--- src/rtl/br_resolve_pkg.sv ---
// Shared branch-resolution constants: control-word type codes, prediction-tag
// bit positions and the predictor-update record layout.
package br_resolve_pkg;

  localparam logic [3:0] TYPE_BR  = 4'd1;
  localparam logic [3:0] TYPE_JMP = 4'd8;

  localparam int CTR_TYPE_MSB  = 3;
  localparam int CTR_SUB_LSB   = 7;
  localparam int CTR_SUB_MSB   = 11;

  localparam int PRE_W         = 76;
  localparam int PRE_TGT_MSB   = 31;
  localparam int PRE_TAKEN     = 33;
  localparam int PRE_NPC       = 34;
  localparam int PRE_TWOLEVEL  = 38;

  localparam logic [0:0] ST_RUN    = 1'b0;
  localparam logic [0:0] ST_SQUASH = 1'b1;

  localparam int UPD_DEPTH = 4;

  typedef struct packed {
    logic [31:0] pc;
    logic [31:0] target;
    logic        taken;
    logic        mis;
  } upd_entry_t;

  localparam int UPD_W = $bits(upd_entry_t);

  function automatic logic is_branch(input logic [3:0] typ);
    return (typ == TYPE_BR) || (typ == TYPE_JMP);
  endfunction

endpackage

--- src/rtl/br_resolve_upd_fifo.sv ---
// Small synchronous FIFO buffering predictor updates; a push into a full FIFO
// is accepted only when the head pops in the same cycle, otherwise it is dropped.
module upd_fifo #(
  parameter int DEPTH = 4,
  parameter int WIDTH = 66
) (
  input  logic             clk,
  input  logic             rst,
  input  logic             i_push,
  input  logic [WIDTH-1:0] i_data,
  input  logic             i_ready,
  output logic             o_valid,
  output logic [WIDTH-1:0] o_data,
  output logic             o_drop
);

  localparam int AW = (DEPTH > 1) ? $clog2(DEPTH) : 1;
  localparam logic [AW:0]   CNT_FULL = (AW+1)'(DEPTH);
  localparam logic [AW-1:0] PTR_LAST = AW'(DEPTH - 1);

  logic [WIDTH-1:0] r_mem [DEPTH];
  logic [AW-1:0]    r_wptr;
  logic [AW-1:0]    r_rptr;
  logic [AW:0]      r_count;

  logic w_full;
  logic w_pop;
  logic w_push_ok;

  assign o_valid   = (r_count != {(AW+1){1'b0}});
  assign o_data    = r_mem[r_rptr];
  assign w_full    = (r_count == CNT_FULL);
  assign w_pop     = o_valid & i_ready;
  assign w_push_ok = i_push & (~w_full | w_pop);
  assign o_drop    = i_push & w_full & ~w_pop;

  always_ff @(posedge clk) begin
    if (w_push_ok) begin
      r_mem[r_wptr] <= i_data;
    end
  end

  always_ff @(posedge clk) begin
    if (rst) begin
      r_wptr  <= {AW{1'b0}};
      r_rptr  <= {AW{1'b0}};
      r_count <= {(AW+1){1'b0}};
    end else begin
      if (w_push_ok) begin
        r_wptr <= (r_wptr == PTR_LAST) ? {AW{1'b0}} : r_wptr + 1'b1;
      end
      if (w_pop) begin
        r_rptr <= (r_rptr == PTR_LAST) ? {AW{1'b0}} : r_rptr + 1'b1;
      end
      case ({w_push_ok, w_pop})
        2'b10:   r_count <= r_count + 1'b1;
        2'b01:   r_count <= r_count - 1'b1;
        default: r_count <= r_count;
      endcase
    end
  end

endmodule

--- src/rtl/br_resolve.sv ---
// EX-stage branch resolution: detects mispredicts, issues a registered flush and
// redirect, squashes wrong-path instructions and queues predictor updates.
module br_resolve
  import br_resolve_pkg::*;
(
  input  logic              clk,
  input  logic              rst,
  input  logic              ex_valid,
  input  logic              ex_stall,
  input  logic [31:0]       ctr,
  input  logic [31:0]       pc,
  input  logic              ifbr,
  input  logic [31:0]       brresult,
  input  logic [PRE_W-1:0]  pre,
  input  logic              upd_ready,
  output logic              flush,
  output logic [31:0]       redirect_pc,
  output logic              upd_valid,
  output logic [31:0]       upd_pc,
  output logic [31:0]       upd_target,
  output logic              upd_taken,
  output logic              upd_mis,
  output logic [31:0]       br_cnt,
  output logic [31:0]       mis_cnt,
  output logic [31:0]       drop_cnt
);

  logic [0:0]  r_state;
  logic [0:0]  w_state_nxt;
  logic        r_flush;
  logic [31:0] r_redirect_pc;
  logic [31:0] r_br_cnt;
  logic [31:0] r_mis_cnt;
  logic [31:0] r_drop_cnt;

  logic        w_is_br;
  logic        w_match;
  logic        w_resolve;
  logic        w_mis_raw;
  logic        w_mis;
  logic        w_push;
  logic [31:0] w_target;
  logic        w_fifo_valid;
  logic        w_fifo_drop;
  logic [UPD_W-1:0] w_fifo_data;
  upd_entry_t  w_entry;
  upd_entry_t  w_head;
  logic        w_unused;

  assign w_is_br   = is_branch(ctr[CTR_TYPE_MSB:0]);
  // In SQUASH only the instruction at the redirect target may resolve.
  assign w_match   = ex_valid & (pc == r_redirect_pc);
  assign w_resolve = ex_valid & ~ex_stall & ((r_state == ST_RUN) | w_match);
  assign w_mis_raw = w_is_br ? ((ifbr != pre[PRE_TAKEN]) |
                                (ifbr & (brresult != pre[PRE_TGT_MSB:0])))
                             : pre[PRE_TAKEN];
  assign w_mis     = w_resolve & w_mis_raw;
  assign w_push    = w_resolve & w_is_br;
  assign w_target  = (ifbr & w_is_br) ? brresult : pc + 32'd4;

  assign w_entry = '{pc: pc, target: w_target, taken: ifbr, mis: w_mis_raw};
  assign w_head  = upd_entry_t'(w_fifo_data);

  // Subtype and the remaining prediction-tag fields are consumed by other stages.
  assign w_unused = ^{ctr[31:CTR_TYPE_MSB+1], pre[PRE_W-1:PRE_TAKEN+1], pre[32]};

  always_comb begin
    w_state_nxt = r_state;
    case (r_state)
      ST_RUN: begin
        if (w_mis) w_state_nxt = ST_SQUASH;
        else       w_state_nxt = ST_RUN;
      end
      ST_SQUASH: begin
        if (w_match) w_state_nxt = w_mis ? ST_SQUASH : ST_RUN;
        else         w_state_nxt = ST_SQUASH;
      end
      default: w_state_nxt = ST_RUN;
    endcase
  end

  always_ff @(posedge clk) begin
    if (rst) begin
      r_state       <= ST_RUN;
      r_flush       <= 1'b0;
      r_redirect_pc <= 32'd0;
      r_br_cnt      <= 32'd0;
      r_mis_cnt     <= 32'd0;
      r_drop_cnt    <= 32'd0;
    end else begin
      r_state    <= w_state_nxt;
      r_flush    <= w_mis;
      if (w_mis) begin
        r_redirect_pc <= w_target;
      end
      r_br_cnt   <= r_br_cnt   + {31'd0, w_push};
      r_mis_cnt  <= r_mis_cnt  + {31'd0, w_mis};
      r_drop_cnt <= r_drop_cnt + {31'd0, w_fifo_drop};
    end
  end

  upd_fifo #(
    .DEPTH (UPD_DEPTH),
    .WIDTH (UPD_W)
  ) u_upd_fifo (
    .clk     (clk),
    .rst     (rst),
    .i_push  (w_push),
    .i_data  (w_entry),
    .i_ready (upd_ready),
    .o_valid (w_fifo_valid),
    .o_data  (w_fifo_data),
    .o_drop  (w_fifo_drop)
  );

  // Head fields are forced to zero while the FIFO is empty.
  assign upd_valid   = w_fifo_valid;
  assign upd_pc      = w_fifo_valid ? w_head.pc     : 32'd0;
  assign upd_target  = w_fifo_valid ? w_head.target : 32'd0;
  assign upd_taken   = w_fifo_valid & w_head.taken;
  assign upd_mis     = w_fifo_valid & w_head.mis;

  assign flush       = r_flush;
  assign redirect_pc = r_redirect_pc;
  assign br_cnt      = r_br_cnt;
  assign mis_cnt     = r_mis_cnt;
  assign drop_cnt    = r_drop_cnt;

endmodule

--- config.mk ---
export PLATFORM = sky130hd
export DESIGN_NAME = br_resolve
export DESIGN_NICKNAME = d
export VERILOG_FILES = /design/src/rtl/br_resolve_pkg.sv /design/src/rtl/br_resolve_upd_fifo.sv /design/src/rtl/br_resolve.sv
export SDC_FILE = /design/constraint.sdc
export NUM_CORES = 1
export LEC_CHECK = 0
export CAP_MARGIN = 10
export CORE_MARGIN = 4
export CORE_UTILIZATION = 55
export DETAILED_ROUTE_END_ITERATION = 10
export PLACE_DENSITY = 0.85
export SYNTH_ARGS = -nofsm -noshare
export SYNTH_HDL_FRONTEND = slang
export SYNTH_SLANG_ARGS = --single-unit
--- constraint.sdc ---
create_clock -name clk -period 7 [get_ports clk]
set_input_delay 1.05 -clock clk [delete_from_list [all_inputs] [get_ports clk]]
set_output_delay 1.05 -clock clk [all_outputs]
set_load 0.1 [all_outputs]
# Word level (Yosys, flattened, before mapping)
# Memories as Yosys holds them, arrays and structs flattened. A register that Yosys moved wholly into a read port is not among the register bits.
# Index checks and enable logic that the tools add are counted.
# W data, S select, Z words.
[word_totals] ff_bits=137 ramBits=264 in_bits=178 output_inout_bits=196 wordCells=65 n_memories=1
[mem_list] name="u_upd_fifo.r_mem" words=4 width=66 read_ports=1 rd_clocked_by_memory_dff=1 wr=1 line="br_resolve_upd_fifo.sv:21" rtl="logic [WIDTH-1:0] r_mem [DEPTH];"
[op_classes] add_sub_neg=8 n_eq_ne=10 muxes=14 n_bitwise=20 n_reduce_logical=3
[ops] op="$add A32 B1 Y32" n=3
[ops] op="$mux W32" n=3
[ops] op="$add A32 B3 Y32 const B" n=1
[ops] op="$eq A32 B32 Y1" n=1
[ops] op="$ne A32 B32 Y1" n=1
[ops] op="$and A1 B1 Y1" n=13
[ops] op="$mux W2" n=4
[ops] op="$eq A2 B2 Y1 const B" n=3
[ops] op="$pmux W3 S2" n=1
[ops] op="$mux W1" n=5
[ops] op="$add A2 B1 Y2 const B" n=2
[ops] op="$eq A4 B1 Y1 const B" n=1
[ops] op="$eq A4 B4 Y1 const B" n=1
[ops] op="$not A1 Y1" n=4
[ops] op="$add A3 B1 Y3 const B" n=1
[ops] op="$eq A3 B3 Y1 const B" n=1
[ops] op="$or A1 B1 Y1" n=3
[ops] op="$reduce_bool A3 Y1" n=1
[ops] op="$sub A3 B1 Y3 const B" n=1
[ops] op="$eq A2 B1 Y1 const B" n=1
[ops] op="$pmux W1 S2" n=1
[ops] op="$reduce_bool A2 Y1" n=1
[ops] op="$logic_or A1 B1 Y1" n=1
[ops] op="$ne A1 B1 Y1" n=1

# Logic depth before layout (Yosys ltp)
[depth] word_depth=8 ltp_mapped=16

# Hierarchy
# A second synthesis with hierarchy kept.
[hier_totals] hier_cells=1348 hier_area_um2=17663.2
[by_module_without_submodules] mod="upd_fifo" instances=1 cells_per_inst=409 area_per_inst_um2=10083.4 seq_area_each_um2=8107.8
[by_module_without_submodules] mod="br_resolve" instances=1 cells_per_inst=939 area_per_inst_um2=7579.8 seq_area_each_um2=2602.5

# Worst setup path after synthesis
# OpenSTA, ideal clock, no wires.
[synth_path] path_type="input to register" start="input port pc[4]" end="register r_drop_cnt[26] (netlist: drop_cnt[26])" setup_time_ns=0.070 arrival_time_ns=4.310 slack_ns=2.620 stages=16 path_cell_list="clkbuf_1 > xor2_1 > nor3_1 > nand3_1 > o31a_1 > buf_6 > buf_2 > nor3_1 > ha_1 > ha_1 > nand4_1 > nor4_1 > and2_1 > nand2_1 > or3_1 > a21oi_1"
[synth_via] elab_chain_cells=8
[synth_lines] element="start, declared" line="br_resolve.sv:11" rtl="input logic [31:0] pc,"
[synth_lines] element="$eq A32 B32 Y1" line="br_resolve.sv:52" rtl="assign w_match = ex_valid & (pc == r_redirect_pc);"
[synth_lines] element="$and A1 B1 Y1" line="br_resolve.sv:52"
[synth_lines] element="$or A1 B1 Y1" line="br_resolve.sv:53" rtl="assign w_resolve = ex_valid & ~ex_stall & ((r_state == ST_RUN) | w_match);"
[synth_lines] element="$and A1 B1 Y1" line="br_resolve.sv:53"
[synth_lines] element="$and A1 B1 Y1" line="br_resolve.sv:58" rtl="assign w_push = w_resolve & w_is_br;"
[synth_lines] element="$and A1 B1 Y1 (2 in series)" line="br_resolve_upd_fifo.sv:35" rtl="assign o_drop = i_push & w_full & ~w_pop;"
[synth_lines] element="$add A32 B1 Y32" line="br_resolve.sv:98" rtl="r_drop_cnt <= r_drop_cnt + {31'd0, w_fifo_drop};"
[synth_lines] element="end signal, assigned" line="br_resolve.sv:98"
[synth_lines] element="end, declared" line="br_resolve.sv:34" rtl="logic [31:0] r_drop_cnt;"
# No other way between the ends.
# A chain may end at the register's enable or synchronous reset.

# Final worst setup path
[layout_path] start="input port pc[3]" end="register r_drop_cnt[26] (netlist: drop_cnt[26])"
# Same word-level chain as after synthesis.

==> reports/metrics.csv <==
stage,metric,value,unit
pwr,p_int,4060,uW
sta,post-route-period-util,0.738,
critical_path,r2r_start,redirect_pc[17],
global_route,grt-ovfl-total,0,
min_path,min_from,u_upd_fifo.r_rptr[1],
route,wire_per_inst,23.8,um
route,drcViolationCount,0,
pwr,p_leak,0.00744,uW
cts,clk_latency,0.54,ns
sta,hold_viol_final,0,
global_route,grt_pass1_wl,75100,um
sta,grt_setup_unrepaired,false,
logic_synthesis,synth_top_area_frac,0.453,
logic_synthesis,ys_seq_elements,403,
placed_design,gp_congestion,0.875,
placed_design,preCtsSetupSlack,1.32,ns
logic_synthesis,yosysTopAreaCell,edfxtp_1,
cts,cts_resized,0,
cts,numCtsBuffers,40,
route,viasPerCell,6.00,
logic_synthesis,ys_seq_area_frac,0.613,
sta,tightest_slew,1.16,ns
critical_path,cp.required,7.43,ns
logic_synthesis,syn_inst,1328,
placed_design,place_area,0.0209,mm^2
cts,htree_levels,2,
sta,fin_tns_setup,0,ns
finish,fin_nets,1826,
global_route,grt_antenna_before_repair,2,
route,vias,12400,
finish,fin_area,0.0223,mm^2
global_route,grt_pass1_vias,12600,
global_route,grt_util_all_layers,0.277,
cts,cts_hold_buf,0,
finish,final_common_cell,clkdlybuf4s50_1,
pwr,pwr-share-clk,0.412,
min_path,min_path_type,reg -> reg,
critical_path,r2r_end,drop_cnt[26],
pwr,power_density,240,mW/mm^2
logic_synthesis,netlist_area,0.0175,mm^2
floorplan,die_y,186,um
sta,fin_ws,1.83,ns
floorplan,num_rows,65,
critical_path,crit_path_start,pc[3],
floorplan,core,0.0315,mm^2
critical_path,critPathMaxFanout,8,
logic_synthesis,syn-num-nets,1520,
finish,layout_common_cells,"clkdlybuf4s50_1 (301), edfxtp_1 (264), dfxtp_1 (137)",
critical_path,critical_path.endpoint,drop_cnt[26],
finish,syn_to_final_growth,27.6,%
critical_path,crit_type,in -> reg,
sta,skew,0.0308,ns
pwr,p_sw,1300,uW
route,drt-initial-drc-count,1223,
critical_path,crit_path_start_kind,primary input,
logic_synthesis,synth_cell_types,47,
sta,max_freq,194,MHz
global_route,grt_max_degree,92,
sta,relSlewSlack,0.223,
pwr,pwr-share-comb,0.108,
logic_synthesis,syn_area_per_cell,13.2,um^2
cts,root_buffer,clkbuf_16,
cts,cts_tree,built,
sta,hold_slack,0.460,ns
floorplan,fp.dieArea,0.0347,mm^2
placed_design,io_buffers,302,
finish,diodes,0,
logic_synthesis,yosys-top-cells-area,"edfxtp_1 (45%), dfxtp_1 (16%), mux4_2 (8.5%), xor2_1 (4.9%), xnor2_1 (3.9%)",
route,antenna_left,0,
floorplan,pin_count,374,
pwr,vdd_ir_drop_max,191,uV
floorplan,initial_utilization,0.556,
critical_path,rrSetupSlack,2.65,ns
critical_path,worstPathArrival,5.60,ns
logic_synthesis,yosysWarnings,0,
cts,postCtsSetupBuffers,0,
finish,fill_cells,2083,
cts,path_clk_slew,0.06,ns
pwr,swShare,0.242,
cts,cts.sinks,403,
critical_path,r2r_cells,13,
finish,drive_gt1_frac,0.100,
sta,maxSlewViolCount,0,
outcome,status,completed,
route,drt_pre_antenna_iters,5,
cts,cts_buffer_depth,3,
pwr,seq_power_share,0.480,
sta,min_period,5.17,ns
placed_design,hpwl,33200,um
critical_path,endpoint_kind,flop,
flow_run,cap_violations,0,
floorplan,die_x,186,um
sta,setup_viol,0,
route,drt-total-wl,49100,um
==> metal layers <==
layer | GRT usage | vias up | wire length, um
met1 | 0.351 | 6057 | 18200
met2 | 0.446 | 703 | 23200
met3 | 0.0943 | 124 | 5710
li1 | - | 5508 | -
met4 | 0.106 | 4 | 2040
met5 | 0 | - | 23
==> logic make-up after synthesis <==
kind of cell / count (synthesis) / share of synthesized area
compound gates: 122 / 0.0469
xor+xnor: 175 / 0.0877
fa+ha+maj: 14 / 0.0104
buf+inv: 78 / 0.0187
flops: 403 / 0.613
mux: 69 / 0.0867
simple gates: 467 / 0.137
==> layout make-up <==
type,instances,area [um^2],share of cell area
clock buffer,58,1190,0.0534
clock inverter,14,178,0.00796
inverter,18,67.6,0.00303
multi-input combinational,847,6460,0.290
sequential,403,10700,0.480
timing repair buffer,324,3190,0.143
tap,402,503,0.0225
==> critical path, cell delays in order <==
cell             delay, ns
clkdlybuf4s50_1       0.62
xor2_1                0.25
nor4_1                0.50
nand3_1               0.24
o31a_1                0.40
nor3_1                0.35
ha_1                  0.28
ha_1                  0.22
nand4_1               0.23
nor4_1                0.55
and2_1                0.29
nand2_1               0.14
or3_1                 0.33
a21oi_1               0.15
==> sequential cells by signal (all words and copies together), names as in the netlist, named ones only <==
register and count:
u_upd_fifo.r_mem 264, br_cnt 32, drop_cnt 32, mis_cnt 32
redirect_pc 32, u_upd_fifo.r_count 3, u_upd_fifo.r_rptr 2, u_upd_fifo.r_wptr 2
flush 1, r_state 1
==> synthesized netlist by cell type, drive strengths merged <==
cell / count
a211o: 3
a21oi: 30
a311oi: 3
a31o: 16
a31oi: 4
and2: 74
and3: 31
and3b: 1
and4: 11
buf: 23
clkbuf: 37
clkinv: 1
dfxtp: 139
edfxtp: 264
fa: 1
ha: 13
inv: 17
mux2i: 3
mux4: 66
nand2: 88
nand3: 48
nand3b: 1
nand4: 35
nor2: 111
nor2b: 10
nor3: 23
nor3b: 1
nor4: 16
o21ai: 39
o311a: 16
o31a: 1
o31ai: 10
or2: 1
or3: 14
or4: 1
or4b: 1
xnor2: 77
xor2: 98
==> stage by stage <==
stage	util	power, uW	instances
6_report	0.709	5360	2066
5_1_grt	0.709	5530	2066
4_1_cts	0.708	5380	2065
3_5_place_dp	0.665	3200	1993
3_3_place_gp	0.665	3190	1993
2_1_floorplan	-	2980	1328
==> worst min-delay path by stage <==
stage                     slack, ns  depth (start not counted)    to
after floorplan                0.45                          2  flop
after global placement         0.46                          2  flop
after detailed placement       0.47                          2  flop
after CTS                      0.47                          2  flop
after global routing           0.50                          2  flop
final                          0.46                          2  flop
==> power by group through the flow <==
stage	clock network, uW	registers [uW]	logic [uW]
2_1_floorplan	0	2670	305
3_3_place_gp	0	2620	563
3_5_place_dp	0	2630	571
4_1_cts	2230	2570	575
5_1_grt	2350	2580	601
6_report	2210	2570	579
(Power assumes the default switching activity.)
